$ cat config.mk
export PLATFORM = sky130hd
export DESIGN_NAME = puf_framer
export DESIGN_NICKNAME = d
export VERILOG_FILES = /design/src/rtl/puf_pkg.sv /design/src/rtl/puf_fifo.sv /design/src/rtl/puf_framer.sv
export SDC_FILE = /design/constraint.sdc
export NUM_CORES = 1
export LEC_CHECK = 0
export ABC_CLOCK_PERIOD_IN_PS = 6240
export CORE_MARGIN = 10
export CORE_UTILIZATION = 54
export DETAILED_ROUTE_END_ITERATION = 10
export GPL_ROUTABILITY_DRIVEN = 0
export PLACE_DENSITY = 0.71
export SKIP_LAST_GASP = 1
export SLEW_MARGIN = 40
export SYNTH_ARGS = -nofsm -noshare
export SYNTH_HDL_FRONTEND = slang
export SYNTH_HIERARCHICAL = 1
export SYNTH_SLANG_ARGS = --single-unit
$ cat constraint.sdc
create_clock -name clk -period 6.24 [get_ports clk]
set_input_delay 1.248 -clock clk [delete_from_list [all_inputs] [get_ports clk]]
set_output_delay 1.248 -clock clk [all_outputs]
set_load 0.005 [all_outputs]
$ cat src/rtl/puf_pkg.sv
// -----------------------------------------------------------------------------
// puf_pkg
//   Shared definitions for the PUF framer slice.
//   - PUF_DATA_WIDTH / PUF_SAMPLE_W : default I/Q component and sample widths
//   - PUF_DEFAULT_SPP               : samples-per-packet used until the first
//                                     value is latched from the spp port
//   - state_t                       : framer FSM encoding (S_STREAM, S_PAD)
// -----------------------------------------------------------------------------
package puf_pkg;

  localparam int PUF_DATA_WIDTH  = 16;
  localparam int PUF_SAMPLE_W    = 2 * PUF_DATA_WIDTH;
  localparam int PUF_DEFAULT_SPP = 256;

  typedef enum logic [0:0] {
    S_STREAM = 1'b0,
    S_PAD    = 1'b1
  } state_t;

endpackage

$ cat src/rtl/puf_fifo.sv
// -----------------------------------------------------------------------------
// puf_fifo
//   First-word-fall-through FIFO, 2**AW entries of WIDTH bits.
//
//   Ports:
//     clk, reset_n          clock, asynchronous active-low reset
//     wr_data/wr_valid      write side; a write happens on wr_valid & wr_ready
//     wr_ready              registered "not full" (0 while in reset)
//     rd_data/rd_valid      head entry and "not empty"; rd_data is 0 when empty
//     rd_en                 pop the head (ignored when empty)
//     level                 exact occupancy, 0 .. 2**AW
//
//   The storage is read asynchronously so that an entry written on one edge is
//   already presented at the head during the following cycle (one-cycle
//   fall-through). With a small depth this maps to distributed RAM.
// -----------------------------------------------------------------------------
module puf_fifo #(
  parameter int WIDTH = 33,
  parameter int AW    = 5
) (
  input  logic             clk,
  input  logic             reset_n,
  input  logic [WIDTH-1:0] wr_data,
  input  logic             wr_valid,
  output logic             wr_ready,
  output logic [WIDTH-1:0] rd_data,
  output logic             rd_valid,
  input  logic             rd_en,
  output logic [AW:0]      level
);

  localparam int DEPTH = 1 << AW;
  localparam logic [AW:0] FULL_LEVEL = {1'b1, {AW{1'b0}}};
  localparam logic [AW:0] PTR_ONE    = {{AW{1'b0}}, 1'b1};

  logic [WIDTH-1:0] mem [DEPTH];

  // Pointers carry one extra wrap bit so that full and empty are distinct
  // and the level falls out of a plain subtraction.
  logic [AW:0] wr_ptr_reg, wr_ptr_next;
  logic [AW:0] rd_ptr_reg, rd_ptr_next;
  logic [AW:0] level_next;
  logic        wr_ready_reg;
  logic        wr_fire, rd_fire;

  assign level    = wr_ptr_reg - rd_ptr_reg;
  assign rd_valid = (level != '0);
  assign wr_ready = wr_ready_reg;

  assign wr_fire = wr_valid & wr_ready_reg;
  assign rd_fire = rd_en & rd_valid;

  assign wr_ptr_next = wr_fire ? (wr_ptr_reg + PTR_ONE) : wr_ptr_reg;
  assign rd_ptr_next = rd_fire ? (rd_ptr_reg + PTR_ONE) : rd_ptr_reg;
  assign level_next  = wr_ptr_next - rd_ptr_next;

  // Head is masked to zero when empty so the output bus is quiet after reset.
  assign rd_data = rd_valid ? mem[rd_ptr_reg[AW-1:0]] : '0;

  always_ff @(posedge clk) begin
    if (wr_fire) begin
      mem[wr_ptr_reg[AW-1:0]] <= wr_data;
    end
  end

  // wr_ready is registered from the next-cycle level: a read while full frees
  // a slot, but the write side only sees it one cycle later.
  always_ff @(posedge clk or negedge reset_n) begin
    if (!reset_n) begin
      wr_ptr_reg   <= '0;
      rd_ptr_reg   <= '0;
      wr_ready_reg <= 1'b0;
    end else begin
      wr_ptr_reg   <= wr_ptr_next;
      rd_ptr_reg   <= rd_ptr_next;
      wr_ready_reg <= (level_next != FULL_LEVEL);
    end
  end

endmodule

$ cat src/rtl/puf_framer.sv
// -----------------------------------------------------------------------------
// puf_framer
//   Buffers the interpolated IQ stream from the PUF resampler and regroups it
//   into packets of spp samples, marking the last one with out_tlast. An
//   upstream end-of-burst (in_tlast) closes a partial packet early, or, when
//   built with PUF_FRAMER_PAD_EN defined, pads it with zero samples to full
//   length.
//
//   Ports:
//     clk, reset_n                       clock, asynchronous active-low reset
//     in_tdata/in_tvalid/in_tlast        sample {I,Q} and end-of-burst in
//     in_tready                          FIFO not full (registered)
//     out_tdata/out_tvalid/out_tlast     packetised stream out
//     out_tready                         downstream ready
//     spp                                samples per packet (0 behaves as 1)
//     pkt_count                          packets completed, wraps at 16 bits
//     fifo_level                         FIFO occupancy
//
//   Build option: define PUF_FRAMER_PAD_EN to enable zero padding of short
//   packets (adds the S_PAD state). Default build closes short packets early.
// -----------------------------------------------------------------------------
module puf_framer
  import puf_pkg::*;
#(
  parameter int DATA_WIDTH = PUF_SAMPLE_W / 2,
  parameter int FIFO_AW    = 5,
  parameter int SPP_W      = 16
) (
  input  logic                    clk,
  input  logic                    reset_n,
  input  logic [2*DATA_WIDTH-1:0] in_tdata,
  input  logic                    in_tvalid,
  input  logic                    in_tlast,
  output logic                    in_tready,
  output logic [2*DATA_WIDTH-1:0] out_tdata,
  output logic                    out_tvalid,
  output logic                    out_tlast,
  input  logic                    out_tready,
  input  logic [SPP_W-1:0]        spp,
  output logic [15:0]             pkt_count,
  output logic [FIFO_AW:0]        fifo_level
);

  localparam int SW = 2 * DATA_WIDTH;
  localparam logic [SPP_W-1:0] SPP_ONE = {{(SPP_W-1){1'b0}}, 1'b1};

  // FIFO entry: {eob, sample}
  logic [SW:0] fifo_wdata;
  logic [SW:0] head;
  logic        head_valid;
  logic        pop;

  state_t            state_reg;
  logic [SPP_W-1:0]  beat_reg;
  logic [SPP_W-1:0]  spp_q_reg;
  logic [15:0]       pkt_count_reg;

  logic [SPP_W-1:0]  spp_clamped;
  logic [SPP_W-1:0]  last_beat;
  logic              at_last;
  logic              head_eob;
  logic              fire;
  logic              tvalid_c;
  logic              tlast_c;
  logic [SW-1:0]     tdata_c;
  logic              spp_load;

  assign fifo_wdata = {in_tlast, in_tdata};

  puf_fifo #(
    .WIDTH (SW + 1),
    .AW    (FIFO_AW)
  ) u_fifo (
    .clk      (clk),
    .reset_n  (reset_n),
    .wr_data  (fifo_wdata),
    .wr_valid (in_tvalid),
    .wr_ready (in_tready),
    .rd_data  (head),
    .rd_valid (head_valid),
    .rd_en    (pop),
    .level    (fifo_level)
  );

  assign spp_clamped = (spp == '0) ? SPP_ONE : spp;
  assign last_beat   = spp_q_reg - SPP_ONE;
  assign at_last     = (beat_reg == last_beat);
  assign head_eob    = head[SW];

  // Output stage. Everything here is a function of registered state (FIFO
  // pointers/head, beat, spp_q, FSM state), so it holds steady under
  // backpressure without extra skid registers.
  always_comb begin
    tvalid_c = head_valid;
    tdata_c  = head[SW-1:0];
    tlast_c  = at_last | head_eob;
`ifdef PUF_FRAMER_PAD_EN
    if (state_reg == S_PAD) begin
      tvalid_c = 1'b1;
      tdata_c  = '0;
      tlast_c  = at_last;
    end else begin
      // An early eob is not a packet end here; padding finishes the packet.
      tlast_c  = at_last;
    end
`endif
  end

  assign fire = tvalid_c & out_tready;
  assign pop  = fire & (state_reg == S_STREAM);

  // spp is sampled while idle between packets, and also at the closing
  // handshake so back-to-back packets pick up a new value without a gap.
  assign spp_load = (fire & tlast_c) |
                    ((beat_reg == '0) & (state_reg == S_STREAM) & ~fire);

  always_ff @(posedge clk or negedge reset_n) begin
    if (!reset_n) begin
      state_reg     <= S_STREAM;
      beat_reg      <= '0;
      spp_q_reg     <= SPP_W'(PUF_DEFAULT_SPP);
      pkt_count_reg <= '0;
    end else begin
      if (spp_load) begin
        spp_q_reg <= spp_clamped;
      end

      if (fire) begin
        if (tlast_c) begin
          beat_reg      <= '0;
          pkt_count_reg <= pkt_count_reg + 16'd1;
        end else begin
          beat_reg      <= beat_reg + SPP_ONE;
        end
      end

`ifdef PUF_FRAMER_PAD_EN
      case (state_reg)
        S_STREAM: if (fire && head_eob && !at_last) state_reg <= S_PAD;
        S_PAD:    if (fire && at_last)              state_reg <= S_STREAM;
        default:                                    state_reg <= S_STREAM;
      endcase
`else
      state_reg <= S_STREAM;
`endif
    end
  end

  assign out_tvalid = tvalid_c;
  assign out_tdata  = tdata_c;
  assign out_tlast  = tlast_c;
  assign pkt_count  = pkt_count_reg;

endmodule

==> results_tabular.tex, run 1 <==
\begin{tabular}{lr}
\hline
Metric & Value \\
\hline
\multicolumn{2}{l}{\textbf{Outcome}} \\
Run status & complete, no violations \\
\multicolumn{2}{l}{\textbf{Detailed routing}} \\
Total via count after detailed routing & 21714 \\
Remaining number of nets flagged by the antenna check after routing & 0 \\
Average vias per placed instance & 6.48 \\
Average wire per standard cell & 30.9 um \\
Remaining DRCs & 0 \\
WL final & 104000 um \\
Router iterations before antenna repair & 5 \\
Drt first-iter violations & 2415 \\
\multicolumn{2}{l}{\textbf{Timing}} \\
Fin worst setup slack & 0.716 ns \\
Worst clock skew on the final layout & 0.0241 ns \\
Final period util & 88.5\% \\
Finish-stage setup viols & 0 \\
Max-slew headroom & 40.6\% \\
Peak clock frequency supported by timing & 0.181 GHz \\
Post-layout min period & 5.52 ns \\
Setup Total Neg Slack & 0 ns \\
Transition time of the tightest slew-check pin & 0.889 ns \\
Final Hold Fails & 0 \\
Setup repair after global routing missed its margin & false \\
Max-slew violation count & 0 \\
\multicolumn{2}{l}{\textbf{Setup path}} \\
Slowest Stage Delay on Critical Path & 0.75 ns \\
Required time at the endpoint of the critical path & 4.99 ns \\
Kind of end point of the critical path & primary output \\
Arrival @ worst endpoint & 4.28 ns \\
Kind of start point of the critical path & register \\
Worst setup path class & reg -> out \\
List of cells traversed by the critical path & ha\_1, fa\_1, xnor2\_1, nor4\_1, mux2i\_1, nor4\_4, buf\_12, a21oi\_1, clkdlybuf4s50\_1 \\
Largest fanout on the critical path & 39 \\
Critical-path top delay cell & sky130\_fd\_sc\_hd\_\_dfrtp\_4 \\
\multicolumn{2}{l}{\textbf{Clock tree}} \\
CTS H-Tree Depth & 3 \\
TritonCTS Buffers & 109 \\
Maximum clock path buffer count & 3 \\
Hold buffer count at cts & 0 \\
Post-CTS Repair Setup Buffers & 0 \\
Clock slew at reported path FFs & 0.06 ns \\
Clock sinks & 1117 \\
Root Buffer & sky130\_fd\_sc\_hd\_\_clkbuf\_16 \\
Post-cts sizing count & 0 \\
Clock tree from TritonCTS & yes \\
Clock latency of the later-clocked register in the worst-skew pair & 0.68 ns \\
\multicolumn{2}{l}{\textbf{Global routing}} \\
Pin count of the biggest net entering global routing & 114 \\
Number of antenna violations at the first check in global routing & 3 \\
Total congestion overflow & 0 \\
First-pass GRT wire length & 153000 um \\
Total routing resource utilization after global routing & 22.2\% \\
Vias in the first global route & 22279 \\
\multicolumn{2}{l}{\textbf{Cells and area}} \\
Share of cells above drive strength 1 & 28.3\% \\
Final std cell area, no fill & 50300 sq um \\
Total Nets Final & 2270 \\
Flip-flop and latch area & 33300 sq um \\
Number of flip-flops in the largest register & 1056 \\
Commonest non-fill, non-tap cells in the layout & 1056 x sky130\_fd\_sc\_hd\_\_edfxtp\_1, 330 x sky130\_fd\_sc\_hd\_\_mux4\_2, 111 x sky130\_fd\_sc\_hd\_\_clkbuf\_16 \\
Area used by multi-input combinational logic & 10500 sq um \\
Post-synthesis to final-layout area growth & 13.7\% \\
Number of fill cells & 5370 \\
Commonest non-fill, non-tap cell in the layout & sky130\_fd\_sc\_hd\_\_edfxtp\_1 \\
\multicolumn{2}{l}{\textbf{Yosys}} \\
Average instance area after synthesis & 21.9 sq um \\
Cell count after synthesis & 2021 \\
Synthesis Warnings & 6 \\
Flip-flop and latch count after synthesis & 1117 \\
EDFF count, synth & 1056 \\
Netlist cell types & 67 \\
Synthesized cell area & 44200 sq um \\
Sequential area share after synthesis & 75.2\% \\
Fraction of registers with async set/reset & 5.46\% \\
Top FF cell, synth & sky130\_fd\_sc\_hd\_\_edfxtp\_1 \\
Net count after synthesis & 2094 \\
\multicolumn{2}{l}{\textbf{Floorplan}} \\
Die footprint & 93700 sq um \\
Initial core utilization & 54.7\% \\
Die Y & 306 um \\
Die X-Extent & 306 um \\
Number of placed I/O pins & 110 \\
FP Rows & 104 \\
Core area & 80800 sq um \\
\multicolumn{2}{l}{\textbf{Power and ir drop}} \\
Power density normalized to cell area & 460 nW/um\^{}2 \\
Post-layout power & 23100 uW \\
Sequential fraction of design power & 40.1\% \\
Worst vdd ir & 520 uV \\
Sw Pwr & 7090 uW \\
Part of the total power dissipated in combinational logic & 32.5\% \\
Reported leakage power & 0.0160 uW \\
Switching share of power & 30.6\% \\
Design internal power & 16000 uW \\
Clock network fraction of design power & 27.4\% \\
\multicolumn{2}{l}{\textbf{Placement}} \\
Buffers on Ports & 109 \\
Area after detailed placement & 46900 sq um \\
Worst slack at placement & 1.25 ns \\
Final HPWL DP & 56900 um \\
\multicolumn{2}{l}{\textbf{Worst hold path}} \\
Hold Path Class & reg -> reg \\
\multicolumn{2}{l}{\textbf{Run}} \\
Maximum Capacitance Violations & 0 \\
\hline
\end{tabular}
per-layer routing:
metal,track usage (%),part of all wire (%)
met1,31.7,40
met2,35.1,49
met3,4.52,9.3
met4,5.97,2.4
met5,0,0
worst paths after layout:
kind,depth (start not counted),slack [ns],endpoint,start
worst max-delay path,9,0.72,out_tdata[22],u_fifo/rd_ptr_reg[0]
worst min-delay path,1,0.48,pkt_count[15],pkt_count[15]
worst max register to register,20,1.22,u_fifo/wr_ready,u_fifo/rd_ptr_reg[0]
worst min register to register,1,0.48,pkt_count[15],pkt_count[15]
max in group asynchronous,2,5.15,u_fifo/rd_ptr_reg[0],reset_n
min in group asynchronous,2,0.65,u_fifo/rd_ptr_reg[5],reset_n
power groups by stage:
stage	logic, uW	registers (uW)	clock network (uW)
after floorplan	5110	9140	0
after global placement	7430	9400	0
after detailed placement	7550	9440	0
after CTS	7590	9290	6430
after global routing	8000	9340	6740
final	7510	9280	6340
area by class of cell:
class / count / area share [%]
Sequential cell: 1117 / 66.1
Timing Repair Buffer: 171 / 3.32
Inverter: 21 / 0.162
Clock inverter: 68 / 1.14
Tap cell: 1060 / 2.64
Multi-Input combinational cell: 777 / 20.9
Antenna cell: 1 / 0.00498
Clock buffer: 134 / 5.71
critical path, delay by kind of cell, from the launching register on:
family	cells	cell delay, ns
AND/OR/NAND/NOR	2	0.15
AO/OA/AOI/OAI	1	0.55
flip-flops	1	0.75
XOR/XNOR	1	0.28
adder cells (fa/ha/maj)	2	0.75
buffers and inverters	2	0.84
multiplexers	1	0.24
stage by stage:
| stage | hold slack, ns | instances | utilization [%] |
|---|---|---|---|
| final | 0.476 | 3349 | 62.2 |
| after global routing | 0.500 | 3348 | 62.2 |
| after CTS | 0.489 | 3346 | 62.3 |
| after floorplan | 0.468 | 2021 | - |
| after global placement | 0.463 | 3134 | 57.8 |
| after detailed placement | 0.481 | 3144 | 58.0 |
synthesized netlist by cell type (4+ instances only):
cell type / number / area (sq um)
sky130_fd_sc_hd__edfxtp_1: 1056 / 31700
sky130_fd_sc_hd__ha_1: 19 / 238
sky130_fd_sc_hd__or3_1: 8 / 50.1
sky130_fd_sc_hd__a21oi_1: 39 / 195
sky130_fd_sc_hd__nand3_1: 25 / 125
sky130_fd_sc_hd__nor2_1: 58 / 218
sky130_fd_sc_hd__and2_1: 4 / 25.0
sky130_fd_sc_hd__nor3_1: 12 / 60.1
sky130_fd_sc_hd__nor2b_1: 5 / 31.3
sky130_fd_sc_hd__xor2_1: 18 / 158
sky130_fd_sc_hd__or2_2: 5 / 31.3
sky130_fd_sc_hd__and3_1: 7 / 43.8
sky130_fd_sc_hd__buf_1: 8 / 30.0
sky130_fd_sc_hd__dfrtp_1: 60 / 1500
sky130_fd_sc_hd__nor3b_1: 4 / 30.0
sky130_fd_sc_hd__nor4_1: 13 / 81.3
sky130_fd_sc_hd__mux2_1: 9 / 101
sky130_fd_sc_hd__nand4_1: 15 / 93.8
sky130_fd_sc_hd__mux2_2: 8 / 90.1
sky130_fd_sc_hd__nand2b_1: 4 / 25.0
sky130_fd_sc_hd__nand2_1: 90 / 338
sky130_fd_sc_hd__inv_1: 16 / 60.1
sky130_fd_sc_hd__mux4_2: 330 / 7430
sky130_fd_sc_hd__clkbuf_1: 52 / 195
sky130_fd_sc_hd__buf_6: 28 / 315
sky130_fd_sc_hd__inv_2: 5 / 18.8
sky130_fd_sc_hd__buf_2: 15 / 75.1
sky130_fd_sc_hd__nand3b_1: 4 / 30.0
sky130_fd_sc_hd__xnor2_1: 43 / 377
sky130_fd_sc_hd__o21ai_0: 10 / 50.1
logic make-up (layout without fill, tap and decap cells):
family                   count (synthesis)  count (layout)  synth area share, %
AND/OR/NAND/NOR                        271             271                 3.02
XOR/XNOR                                61              61                 1.21
flip-flops                            1117            1117                 75.2
buffers and inverters                  127             394                 1.62
multiplexers                           350             350                 17.3
other                                    0               1                    0
adder cells (fa/ha/maj)                 20              20                0.583
AO/OA/AOI/OAI                           75              75                 1.08
(Power assumes the default switching activity.)
==> run 2, diff against run 1 <==
Settings changed: REMOVE_ABC_BUFFERS from default to 1.
==> run 2 against run 1 <==
The flow now finishes with violations (design-rule violations). Critical path type unchanged. Largest cell class unchanged. Power is 1.2% lower. Count of clock-buffer cells in the layout is 12 lower. Sequential power is 0.5% lower. Routed wire length is 0.73% lower. Global-route usage is 0.19 points lower. Sequential share of layout area is 0.11 points higher. Largest power group unchanged. Die area stayed put. Critical endpoint is now out_tlast. Register-to-register slack worse by 0.18 ns. Fmax is 2.6% higher. Final area is 0.16% lower.
==> results_tabular.tex, run 2 (synthesis results as in run 1) <==
\begin{tabular}{lr}
\hline
Metric & Value \\
\hline
\multicolumn{2}{l}{\textbf{Setup path}} \\
Family with the most delay on the worst path & buffers and inverters \\
Arrival @ worst endpoint & 4.14 ns (-0.14 ns) \\
Most numerous cell on the critical path & sky130\_fd\_sc\_hd\_\_mux4\_2 \\
Kind of end point of the critical path & primary output \\
Bufs and invs on worst path & 3 (+1) \\
Critical-path top delay cell & sky130\_fd\_sc\_hd\_\_dfrtp\_4 \\
Setup slack of the worst register-to-register path & 1.04 ns (-0.18 ns) \\
List of cells traversed by the critical path & buf\_4, mux4\_2, mux4\_2, nand2\_1, a21oi\_1, inv\_1, o41ai\_4, clkdlybuf4s50\_1 \\
Largest fanout on the critical path & 40 (+2.6\%) \\
Slowest Stage Delay on Critical Path & 0.81 ns (+0.06 ns) \\
Depth of the worst register-to-register path & 19 (-5.0\%) \\
Critical Path Source & u\_fifo/rd\_ptr\_reg[1] \\
Kind of start point of the critical path & register \\
Critical R2R Launch & u\_fifo/rd\_ptr\_reg[2] \\
Required time at the endpoint of the critical path & 4.99 ns (about the same) \\
Reg2Reg Capture Point & u\_fifo/wr\_ready \\
Worst setup path class & reg -> out \\
\multicolumn{2}{l}{\textbf{Worst hold path}} \\
WHS Path Cells & 1 (unchanged) \\
Hold path endpoint & pkt\_count[15] \\
Worst Hold Launch & pkt\_count[15] \\
Hold Path Class & reg -> reg \\
\multicolumn{2}{l}{\textbf{Detailed routing}} \\
Average wire per standard cell & 30.7 um (-0.79\%) \\
Total via count after detailed routing & 21570 (-0.66\%) \\
Remaining DRCs & 2 (+2) \\
WL final & 103000 um (-0.73\%) \\
Router iterations before antenna repair & 8 (+3) \\
Remaining number of nets flagged by the antenna check after routing & 0 (unchanged) \\
Drt first-iter violations & 2353 (-2.6\%) \\
Average vias per placed instance & 6.44 (-0.72\%) \\
\multicolumn{2}{l}{\textbf{Timing}} \\
Final Hold Fails & 0 (unchanged) \\
Worst clock skew on the final layout & 0.0318 ns (+0.00769 ns) \\
Final period util & 86.3\% (-2.2 points) \\
Post-layout min period & 5.38 ns (-0.140 ns) \\
Transition time of the tightest slew-check pin & 0.856 ns (-0.0328 ns) \\
Peak clock frequency supported by timing & 0.186 GHz (+2.6\%) \\
Max-slew violation count & 0 (unchanged) \\
Setup repair after global routing missed its margin & false \\
Max-slew headroom & 42.8\% (+2.2 points) \\
Finish-stage setup viols & 0 (unchanged) \\
\multicolumn{2}{l}{\textbf{Floorplan}} \\
Number of placed I/O pins & 110 (unchanged) \\
Die X-Extent & 306 um (unchanged) \\
Die footprint & 93700 sq um (unchanged) \\
Core area & 80800 sq um (unchanged) \\
Die Y & 306 um (unchanged) \\
Initial core utilization & 54.7\% (unchanged) \\
FP Rows & 104 (unchanged) \\
\multicolumn{2}{l}{\textbf{Clock tree}} \\
Clock sinks & 1117 (unchanged) \\
Hold buffer count at cts & 0 (unchanged) \\
Post-CTS Repair Setup Buffers & 0 (unchanged) \\
CTS H-Tree Depth & 3 (unchanged) \\
Clock slew at reported path FFs & 0.06 ns (about the same) \\
Clock latency of the later-clocked register in the worst-skew pair & 0.68 ns (about the same) \\
Root Buffer & sky130\_fd\_sc\_hd\_\_clkbuf\_16 \\
Post-cts sizing count & 0 (unchanged) \\
TritonCTS Buffers & 107 (-1.8\%) \\
Clock tree from TritonCTS & yes \\
Maximum clock path buffer count & 3 (unchanged) \\
\multicolumn{2}{l}{\textbf{Power and ir drop}} \\
Part of the total power dissipated in combinational logic & 32.5\% (about the same) \\
Reported leakage power & 0.0160 uW (-0.14\%) \\
Post-layout power & 22900 uW (-1.2\%) \\
Switching share of power & 30.2\% (-0.48 points) \\
Power density normalized to cell area & 455 nW/um\^{}2 (-1.0\%) \\
Sw Pwr & 6890 uW (-2.8\%) \\
Design internal power & 16000 uW (-0.51\%) \\
Worst vdd ir & 353 uV (-32\%) \\
Sequential fraction of design power & 40.4\% (+0.3 points) \\
Clock network fraction of design power & 27.1\% (-0.3 points) \\
\multicolumn{2}{l}{\textbf{Placement}} \\
Buffers on Ports & 109 (unchanged) \\
Area after detailed placement & 46900 sq um (about the same) \\
Final HPWL DP & 57400 um (+0.87\%) \\
\multicolumn{2}{l}{\textbf{Cells and area}} \\
Final cell utilization of the core & 62.1\% (-0.10 points) \\
Number of flip-flops in the largest register & 1056 (unchanged) \\
Total Nets Final & 2276 (+0.26\%) \\
Area used by multi-input combinational logic & 10500 sq um (about the same) \\
Final std cell area, no fill & 50200 sq um (-0.16\%) \\
Post-synthesis to final-layout area growth & 13.6\% \\
Commonest non-fill, non-tap cells in the layout & 1056 x sky130\_fd\_sc\_hd\_\_edfxtp\_1, 330 x sky130\_fd\_sc\_hd\_\_mux4\_2, 107 x sky130\_fd\_sc\_hd\_\_clkbuf\_16 \\
Share of cells above drive strength 1 & 28.6\% (+0.37 points) \\
Flip-flop and latch area & 33300 sq um (unchanged) \\
Number of fill cells & 5329 (-0.76\%) \\
Commonest non-fill, non-tap cell in the layout & sky130\_fd\_sc\_hd\_\_edfxtp\_1 \\
\multicolumn{2}{l}{\textbf{Global routing}} \\
Vias in the first global route & 22110 (-0.76\%) \\
First-pass GRT wire length & 151000 um (-1.2\%) \\
Total routing resource utilization after global routing & 22.1\% (-0.19 points) \\
Number of antenna violations at the first check in global routing & 3 (unchanged) \\
Pin count of the biggest net entering global routing & 82 (-28\%) \\
Total congestion overflow & 0 (unchanged) \\
\multicolumn{2}{l}{\textbf{Outcome}} \\
Violations in the final reports & design-rule violations \\
Run status & finished, violations left \\
\multicolumn{2}{l}{\textbf{Run}} \\
Maximum Capacitance Violations & 0 (unchanged) \\
\hline
\end{tabular}
run 2: cell types whose count changed in the layout (fill, tap and decap cells not counted), sizes merged:
cell,change
clkinv,+5
clkinvlp,+3
clkbuf,-12
inv,-2
buf,+8
run 2: worst max path at each step:
stage / end / slack, ns / cells after the start
5_1_grt: out_tlast / 0.54 / 8
2_1_floorplan: u_fifo/wr_ready / -9.29 / 19
4_1_cts: out_tlast / 0.84 / 8
3_3_place_gp: u_fifo/wr_ready / 1.28 / 18
6_report: out_tlast / 0.86 / 8
3_5_place_dp: u_fifo/wr_ready / 1.09 / 18
run 2: power groups by stage:
stage	clock, uW	combinational (uW)	sequential (uW)
2_1_floorplan	0	4800	9720
3_5_place_dp	0	7430	9380
3_3_place_gp	0	7260	9340
5_1_grt	6600	7930	9280
6_report	6200	7420	9230
4_1_cts	6310	7480	9230
run 2: worst register-to-register path: stages, from the launching register on:
cell and delay (ns):
sky130_fd_sc_hd__dfrtp_4 0.83, sky130_fd_sc_hd__inv_2 0.17, sky130_fd_sc_hd__ha_1 0.37, sky130_fd_sc_hd__xnor2_1 0.32
sky130_fd_sc_hd__nor2_1 0.12, sky130_fd_sc_hd__mux2i_1 0.28, sky130_fd_sc_hd__nor4_4 0.09, sky130_fd_sc_hd__inv_2 0.11
sky130_fd_sc_hd__nand2_1 0.19, sky130_fd_sc_hd__inv_1 0.59, sky130_fd_sc_hd__nand3_1 0.20, sky130_fd_sc_hd__nor3_1 0.22
sky130_fd_sc_hd__xnor2_1 0.21, sky130_fd_sc_hd__ha_1 0.33, sky130_fd_sc_hd__xor2_1 0.17, sky130_fd_sc_hd__nor4_1 0.23
sky130_fd_sc_hd__o211a_1 0.24, sky130_fd_sc_hd__nand4b_1 0.10, sky130_fd_sc_hd__a211oi_1 0.25, sky130_fd_sc_hd__nor2b_1 0.07
run 2: layout make-up:
cell class / instances / area share (%)
flip-flops and latches: 1117 / 66.2
multi-input cells: 777 / 20.9
clock buffers: 122 / 5.46
repair buffers: 179 / 3.26
well taps: 1060 / 2.64
clock inverters: 74 / 1.29
inverters: 21 / 0.172
diodes: 1 / 0.00498
run 2: metal layers:
layer / GRT usage (%) / vias to the layer above / part of all wire, % / routed length [um]
li1: - / 8798 / - / -
met2: 35.6 / 1065 / 49 / 50600
met3: 5.18 / 188 / 9.5 / 9780
met4: 6.24 / 2 / 2.6 / 2630
met1: 30.1 / 11517 / 39 / 39800
met5: 0 / - / 0.0088 / 9
run 2: per-stage QoR:
stage / setup slack [ns] / TNS, ns / hold slack (ns) / std cells
after detailed placement: 1.09 / 0 / 0.492 / 3153
after floorplan: -9.29 / -758.08 / 0.468 / 1915
after CTS: 0.844 / 0 / 0.499 / 3349
final: 0.856 / 0 / 0.490 / 3351
after global routing: 0.539 / 0 / 0.517 / 3350
after global placement: 1.28 / 0 / 0.463 / 3143
